### src/rtl/aludec_pipe_if.sv
// Purpose: bundles the decoder/pipeline handshake and bus signals of aludec_pipe.
// Latency: none, wiring only.
// Backpressure: carries stall/flush into the pipe and md_stall_req back to the hazard unit.
interface aludec_pipe_if #(
   parameter int ALUOP_W = 8,
   parameter int STAGES  = 2
);
   logic [31:0]               instrD;
   logic                      validD;
   logic [STAGES-1:0]         stall;
   logic [STAGES-1:0]         flush;
   logic                      md_done;
   logic [STAGES*ALUOP_W-1:0] aluop_out;
   logic [STAGES-1:0]         ri_out;
   logic                      md_start;
   logic                      md_cancel;
   logic                      md_stall_req;

   // upstream side: main decoder, hazard unit and MD unit drive the inputs
   modport master (
      output instrD, validD, stall, flush, md_done,
      input  aluop_out, ri_out, md_start, md_cancel, md_stall_req
   );

   // the decoder pipe itself
   modport slave (
      input  instrD, validD, stall, flush, md_done,
      output aluop_out, ri_out, md_start, md_cancel, md_stall_req
   );
endinterface

### src/rtl/aludec_pipe.sv
// Purpose: decodes the D-stage instruction into an ALU op, carries {op,ri,md} through STAGES registers, runs the MD start/stall handshake.
// Latency: decode is combinational; stage k output shows the instruction k+1 cycles after it sat in instrD.
// Backpressure: stall[k] holds stage k, stall[k-1] bubbles stage k, flush wins over stall; md_stall_req holds D and stage 0 while MD is busy.
module aludec_pipe #(
   parameter int ALUOP_W = 8,
   parameter int STAGES  = 2,
   parameter int RI_EN   = 1
) (
   input  logic         clk,
   input  logic         rst,
   aludec_pipe_if.slave bus
);

   localparam logic [7:0] ALUOP_AND   = 8'h01;
   localparam logic [7:0] ALUOP_OR    = 8'h02;
   localparam logic [7:0] ALUOP_XOR   = 8'h03;
   localparam logic [7:0] ALUOP_NOR   = 8'h04;
   localparam logic [7:0] ALUOP_SLT   = 8'h05;
   localparam logic [7:0] ALUOP_SLTU  = 8'h06;
   localparam logic [7:0] ALUOP_ADD   = 8'h07;
   localparam logic [7:0] ALUOP_ADDU  = 8'h08;
   localparam logic [7:0] ALUOP_SUB   = 8'h09;
   localparam logic [7:0] ALUOP_SUBU  = 8'h0A;
   localparam logic [7:0] ALUOP_SLL   = 8'h0B;
   localparam logic [7:0] ALUOP_SLLV  = 8'h0C;
   localparam logic [7:0] ALUOP_SRL   = 8'h0D;
   localparam logic [7:0] ALUOP_SRLV  = 8'h0E;
   localparam logic [7:0] ALUOP_SRA   = 8'h0F;
   localparam logic [7:0] ALUOP_SRAV  = 8'h10;
   localparam logic [7:0] ALUOP_MULT  = 8'h11;
   localparam logic [7:0] ALUOP_MULTU = 8'h12;
   localparam logic [7:0] ALUOP_DIV   = 8'h13;
   localparam logic [7:0] ALUOP_DIVU  = 8'h14;
   localparam logic [7:0] ALUOP_MFHI  = 8'h15;
   localparam logic [7:0] ALUOP_MFLO  = 8'h16;
   localparam logic [7:0] ALUOP_MTHI  = 8'h17;
   localparam logic [7:0] ALUOP_MTLO  = 8'h18;
   localparam logic [7:0] ALUOP_ANDI  = 8'h19;
   localparam logic [7:0] ALUOP_XORI  = 8'h1A;
   localparam logic [7:0] ALUOP_ORI   = 8'h1B;
   localparam logic [7:0] ALUOP_LUI   = 8'h1C;
   localparam logic [7:0] ALUOP_ADDI  = 8'h1D;
   localparam logic [7:0] ALUOP_ADDIU = 8'h1E;
   localparam logic [7:0] ALUOP_SLTI  = 8'h1F;
   localparam logic [7:0] ALUOP_SLTIU = 8'h20;

   typedef enum logic {IDLE = 1'b0, BUSY = 1'b1} md_state_t;

   logic [5:0]         opc;
   logic [5:0]         funct;
   logic [7:0]         dec_op8;
   logic               dec_ri_raw;
   logic               dec_md;
   logic [ALUOP_W-1:0] dec_op;
   logic               dec_ri;
   logic               unused_instr_bits;

   logic [STAGES-1:0][ALUOP_W-1:0] op_q;
   logic [STAGES-1:0][ALUOP_W-1:0] op_in;
   logic [STAGES-1:0]              ri_q, md_q, ri_in, md_in, bubble;

   md_state_t state_q, state_d;
   logic      md_start, md_cancel, md_stall_req;

   assign opc               = bus.instrD[31:26];
   assign funct             = bus.instrD[5:0];
   assign unused_instr_bits = ^bus.instrD[24:6];

   // instruction decode: ALU op, reserved-instruction flag, MD flag
   always_comb begin
      dec_op8    = '0;
      dec_ri_raw = 1'b0;
      dec_md     = 1'b0;
      if (bus.validD) begin
         case (opc)
            6'h00: begin
               case (funct)
                  6'h00: dec_op8 = ALUOP_SLL;
                  6'h02: dec_op8 = ALUOP_SRL;
                  6'h03: dec_op8 = ALUOP_SRA;
                  6'h04: dec_op8 = ALUOP_SLLV;
                  6'h06: dec_op8 = ALUOP_SRLV;
                  6'h07: dec_op8 = ALUOP_SRAV;
                  6'h10: dec_op8 = ALUOP_MFHI;
                  6'h11: dec_op8 = ALUOP_MTHI;
                  6'h12: dec_op8 = ALUOP_MFLO;
                  6'h13: dec_op8 = ALUOP_MTLO;
                  6'h18: begin dec_op8 = ALUOP_MULT;  dec_md = 1'b1; end
                  6'h19: begin dec_op8 = ALUOP_MULTU; dec_md = 1'b1; end
                  6'h1A: begin dec_op8 = ALUOP_DIV;   dec_md = 1'b1; end
                  6'h1B: begin dec_op8 = ALUOP_DIVU;  dec_md = 1'b1; end
                  6'h20: dec_op8 = ALUOP_ADD;
                  6'h21: dec_op8 = ALUOP_ADDU;
                  6'h22: dec_op8 = ALUOP_SUB;
                  6'h23: dec_op8 = ALUOP_SUBU;
                  6'h24: dec_op8 = ALUOP_AND;
                  6'h25: dec_op8 = ALUOP_OR;
                  6'h26: dec_op8 = ALUOP_XOR;
                  6'h27: dec_op8 = ALUOP_NOR;
                  6'h2A: dec_op8 = ALUOP_SLT;
                  6'h2B: dec_op8 = ALUOP_SLTU;
                  // JR, JALR, SYSCALL, BREAK: legal, no ALU work
                  6'h08, 6'h09, 6'h0C, 6'h0D: dec_op8 = '0;
                  default: dec_ri_raw = 1'b1;
               endcase
            end
            // REGIMM branches, J, JAL, BEQ, BNE, BLEZ, BGTZ
            6'h01, 6'h02, 6'h03, 6'h04, 6'h05, 6'h06, 6'h07: dec_op8 = '0;
            6'h08: dec_op8 = ALUOP_ADDI;
            6'h09: dec_op8 = ALUOP_ADDIU;
            6'h0A: dec_op8 = ALUOP_SLTI;
            6'h0B: dec_op8 = ALUOP_SLTIU;
            6'h0C: dec_op8 = ALUOP_ANDI;
            6'h0D: dec_op8 = ALUOP_ORI;
            6'h0E: dec_op8 = ALUOP_XORI;
            6'h0F: dec_op8 = ALUOP_LUI;
            // COP0: only ERET is supported
            6'h10: dec_ri_raw = !(bus.instrD[25] && (funct == 6'h18));
            // loads and stores use the adder for the effective address
            6'h20, 6'h21, 6'h23, 6'h24, 6'h25, 6'h28, 6'h29, 6'h2B: dec_op8 = ALUOP_ADDU;
            default: dec_ri_raw = 1'b1;
         endcase
      end
   end

   assign dec_op = ALUOP_W'(dec_op8);
   assign dec_ri = (RI_EN != 0) && dec_ri_raw;

   // per-stage next-value source: decode for stage 0, previous stage otherwise
   always_comb begin
      op_in    = '0;
      ri_in    = '0;
      md_in    = '0;
      bubble   = '0;
      op_in[0] = dec_op;
      ri_in[0] = dec_ri;
      md_in[0] = dec_md;
      for (int k = 1; k < STAGES; k++) begin
         op_in[k]  = op_q[k-1];
         ri_in[k]  = ri_q[k-1];
         md_in[k]  = md_q[k-1];
         bubble[k] = bus.stall[k-1];
      end
   end

   // stage registers: reset, then flush, then hold, then bubble, then advance
   always_ff @(posedge clk) begin
      for (int k = 0; k < STAGES; k++) begin
         if (rst || bus.flush[k]) begin
            op_q[k] <= '0;
            ri_q[k] <= 1'b0;
            md_q[k] <= 1'b0;
         end else if (bus.stall[k]) begin
            op_q[k] <= op_q[k];
            ri_q[k] <= ri_q[k];
            md_q[k] <= md_q[k];
         end else if (bubble[k]) begin
            op_q[k] <= '0;
            ri_q[k] <= 1'b0;
            md_q[k] <= 1'b0;
         end else begin
            op_q[k] <= op_in[k];
            ri_q[k] <= ri_in[k];
            md_q[k] <= md_in[k];
         end
      end
   end

   // MD handshake state register
   always_ff @(posedge clk) begin
      if (rst) state_q <= IDLE;
      else     state_q <= state_d;
   end

   // MD handshake next state and pulses; all quiet while reset is asserted
   always_comb begin
      state_d      = state_q;
      md_start     = 1'b0;
      md_cancel    = 1'b0;
      md_stall_req = 1'b0;
      if (!rst) begin
         case (state_q)
            IDLE: begin
               md_start     = md_q[0] & ~bus.flush[0];
               md_stall_req = md_start;
               if (md_start) state_d = BUSY;
            end
            BUSY: begin
               md_stall_req = ~bus.md_done;
               if (bus.flush[0]) begin
                  md_cancel = 1'b1;
                  state_d   = IDLE;
               end else if (bus.md_done) begin
                  state_d = IDLE;
               end
            end
            default: state_d = IDLE;
         endcase
      end
   end

   assign bus.aluop_out    = op_q;
   assign bus.ri_out       = ri_q;
   assign bus.md_start     = md_start;
   assign bus.md_cancel    = md_cancel;
   assign bus.md_stall_req = md_stall_req;

endmodule
### src/flat_wrapper.sv
// flat-port wrapper written by rule: the top's interface ports become plain ports
module aludec_pipe_flat 
#(
   parameter int ALUOP_W = 8,
   parameter int STAGES  = 2,
   parameter int RI_EN   = 1
)
  (clk, rst, bus_instrD, bus_validD, bus_stall, bus_flush, bus_md_done, bus_aluop_out, bus_ri_out, bus_md_start, bus_md_cancel, bus_md_stall_req);
  aludec_pipe_if #(.ALUOP_W(ALUOP_W), .STAGES(STAGES)) bus_i ();
  input  logic clk;
  input  logic rst;
  input wire logic [$bits(bus_i.instrD)-1:0] bus_instrD;
  input wire logic [$bits(bus_i.validD)-1:0] bus_validD;
  input wire logic [$bits(bus_i.stall)-1:0] bus_stall;
  input wire logic [$bits(bus_i.flush)-1:0] bus_flush;
  input wire logic [$bits(bus_i.md_done)-1:0] bus_md_done;
  output wire logic [$bits(bus_i.aluop_out)-1:0] bus_aluop_out;
  output wire logic [$bits(bus_i.ri_out)-1:0] bus_ri_out;
  output wire logic [$bits(bus_i.md_start)-1:0] bus_md_start;
  output wire logic [$bits(bus_i.md_cancel)-1:0] bus_md_cancel;
  output wire logic [$bits(bus_i.md_stall_req)-1:0] bus_md_stall_req;
  assign bus_i.instrD = bus_instrD;
  assign bus_i.validD = bus_validD;
  assign bus_i.stall = bus_stall;
  assign bus_i.flush = bus_flush;
  assign bus_i.md_done = bus_md_done;
  assign bus_aluop_out = bus_i.aluop_out;
  assign bus_ri_out = bus_i.ri_out;
  assign bus_md_start = bus_i.md_start;
  assign bus_md_cancel = bus_i.md_cancel;
  assign bus_md_stall_req = bus_i.md_stall_req;
  aludec_pipe #(.ALUOP_W(ALUOP_W), .STAGES(STAGES), .RI_EN(RI_EN)) u_core (.clk(clk), .rst(rst), .bus(bus_i));
endmodule
### config.mk
export PLATFORM = sky130hd
export DESIGN_NAME = aludec_pipe_flat
export DESIGN_NICKNAME = d
export VERILOG_FILES = /design/src/rtl/aludec_pipe_if.sv /design/src/rtl/aludec_pipe.sv /design/src/flat_wrapper.sv
export SDC_FILE = /design/constraint.sdc
export NUM_CORES = 1
export LEC_CHECK = 0
export ABC_CLOCK_PERIOD_IN_PS = 1850
export CORE_ASPECT_RATIO = 0.8
export CORE_UTILIZATION = 41
export CTS_BUF_LIST = sky130_fd_sc_hd__clkbuf_8
export DETAILED_ROUTE_END_ITERATION = 16
export GPL_TIMING_DRIVEN = 0
export HOLD_SLACK_MARGIN = 0.03
export PLACE_DENSITY = 0.82
export SYNTH_ARGS = -nofsm -noshare
export SYNTH_HDL_FRONTEND = slang
export SYNTH_SLANG_ARGS = --single-unit
### constraint.sdc
create_clock -name clk -period 1.85 [get_ports clk]
set_input_delay 0.2775 -clock clk [delete_from_list [all_inputs] [get_ports clk]]
set_output_delay 0.2775 -clock clk [all_outputs]
set_load 0.02 [all_outputs]
==> flow_metrics.tcl <==
set metrics [dict create \
    worstReg2RegStart "u_core.bus.ri_out[0]" \
    ir_worst_vdd_v 0.000385 \
    cts_buffer_depth 2 \
    synth_top_family_by_area "compound AO/OA/AOI/OAI gates" \
    yosysTopAreaCell "dfxtp_1" \
    finalWorstSetupSlack_ns 0.0667 \
    synth_ff_type "dfxtp_1" \
    synth.most_common_cell "nor2_1" \
    ys_seq_area_frac 0.267 \
    worstSetupEndpointType "output pin" \
    route.detailed.wl_per_inst_um 13.9 \
    p_leak_nw 0.583 \
    synth_top_area_share 0.267 \
    powerDensity_nw_per_um2 516 \
    min_period_ns 1.78 \
    synth_compound_area_frac 0.327 \
    power_uw 844 \
    clock_skew_ns 0.00132 \
    drive_above_1_share 0.108 \
    crit_path_start "rst" \
    period_share 0.964 \
    gr-usage-all-layers 0.220 \
    die_w_um 62.5 \
    crit_chain "clkdlybuf4s50_1 > or2_4 > o22ai_1 > clkdlybuf4s15_2" \
    ys_types 53 \
    cp_data_arrival_time_ns 1.51 \
    grt_max_degree 11 \
    ys_warn_count 0 \
    grt_overflow_total 0 \
    muxShareOfSynthArea 0.0177 \
    tns_ns 0 \
    fin_util 0.592 \
    fmax_mhz 561 \
    drtPass1Iterations 4 \
    cts_tree "yes" \
    io_pins 61 \
    hp-class "in -> reg" \
    crit_buf_inv 2 \
    post-route-drc-count 0 \
    globalplace.congestion 0.912 \
    max_cap_violations 0 \
    cts_buffers 3 \
    vias 1324 \
    rsz0062_at_grt "no" \
    drt_iter0_drc 65 \
    start_util 0.434 \
    synthAdderAreaFrac 0 \
    clock_sinks 16 \
    antenna_cells 0 \
    clockRootBuffer "clkbuf_8" \
    start_kind "primary input" \
    dp_slack_ns -0.424 \
    dp.final_hpwl_um 2510 \
    antenna_found_initial 0 \
    synthArstFlopShare 0 \
    placementRows 17 \
    htreeDepth 1 \
    path_delay_family "buffers and inverters" \
    hold_viol_final 0 \
    coreArea_um2 2770 \
    ant_nets 0 \
    synth_area_leaders "dfxtp_1 (27%), nor2_1 (6.9%), a22oi_1 (5.6%), nand2b_1 (5.2%), clkbuf_1 (3.4%)" \
    synth_cells 158 \
    port_buffers 32 \
    area_growth_pct 36.4 \
    clkSlewWorstSetupHoldPaths_ns 0.06 \
    worstSkewPairLatency_ns 0.25 \
    syn_avg_cell_area_um2 7.59 \
    placed_cell_area_um2 1580 \
    fin_nets 236 \
    via_per_inst 5.68 \
    synthSimpleGateAreaFrac 0.285 \
    drv_slew 0 \
    first_global_vias 1242 \
    synth_top_cells_by_count "nor2_1 (22), dfxtp_1 (16), clkbuf_1 (11)" \
    fillers 259 \
    setup_violations 0 \
    critPathMaxFanout 7 \
    cts-hold-fix-buffers 0 \
    grt_pass1_wl_um 5430 \
    fp.dieArea_um2 3150 \
    required_ns 1.57 \
    critPathMaxStageDelay_ns 0.47 \
    cp_slowest_cell "clkdlybuf4s50_1" \
    hp-start "bus_stall[0]" \
    synthesis.area_um2 1200 \
    postLayoutCellArea_um2 1640 \
    die_h_um 50.4 \
    synth-edff-count 0 \
    synth_seq_cells 16 \
    finalWirelength_um 3250 \
    status "complete, no violations" \
    worstSetupPathType "in -> out" \
    synth_xor_area_frac 0.00730 \
]
## power breakdown
part	leakage (nW)	switching, mW	internal, mW	total [mW]
Sequential	0.129	0.00106	0.346	0.347
Combinational	0.426	0.106	0.0871	0.193
Clock	0.0288	0.115	0.189	0.304
Total	0.583	0.222	0.622	0.844
## worst paths after layout
path                          endpoint  depth (start not counted)  slack (ns)
setup / recovery      bus_md_stall_req                          4        0.07
hold / removal          u_core.md_q[0]                          3        0.33
setup reg to reg  u_core.bus.ri_out[1]                          3        1.08
hold reg to reg         u_core.state_q                          2        0.49
## layout make-up
cell class / instances / area, um^2 / area share
multi-input combinational: 122 / 788 / 0.482
timing repair buffer: 32 / 319 / 0.195
tap: 38 / 47.5 / 0.0291
sequential: 16 / 320 / 0.196
clock buffer: 4 / 55.1 / 0.0336
buffer: 16 / 87.6 / 0.0535
inverter: 5 / 18.8 / 0.0115
## worst reg2reg max path, delay by kind of cell, from the launching register on
family	cells	cell delay, ns
and+or+nand+nor	2	0.19
AOI/OAI and AO/OA	1	0.14
DFF	1	0.33
## metrics by stage
stage / hold WS [ns] / std cells
after global routing: 0.343 / 233
after floorplan: 0.445 / 161
after global placement: 0.472 / 231
after detailed placement: 0.490 / 231
final: 0.331 / 233
after CTS: 0.329 / 234
## layout by cell type, fill, tap and decap left out, drive strengths merged, types with 3 or more instances in the layout
cell and count:
clkdlybuf4s50 29, nor2 22, dfxtp 16, clkbuf 13, nand2b 10, a22oi 9, o21ai 7, buf 7
a21oi 6, inv 5, nor2b 5, nand2 4, a31oi 4, conb 4, a21boi 3, a211o 3
## routing by layer
metal | vias to the layer above | GRT usage | wire, um
met2 | 63 | 0.361 | 1500
met4 | 0 | 0.0426 | 21
met1 | 606 | 0.284 | 1460
met5 | - | 0 | 0
met3 | 2 | 0.0727 | 268
li1 | 653 | - | -
## state kept, by name (all words and copies together), names as in the netlist
signal	count
u_core.bus.aluop_out	12
u_core.bus.ri_out	2
u_core.md_q	1
u_core.state_q	1
## logic make-up after synthesis
family                 Yosys count
AND/OR/NAND/NOR                 62
AO/OA/AOI/OAI                   53
other                            1
multiplexers                     2
XOR/XNOR                         1
flip-flops                      16
buffers and inverters           23
## repair_timing
| item | CTS | global route |
|---|---|---|
| cloned | 0 | 0 |
| buffers inserted | 0 | 0 |
| endpoints found under the setup margin | 4 | 4 |
| pin swaps | 0 | 0 |
| gates resized for setup | 7 | 3 |
No activity file was read; power rests on OpenSTA's default activity.
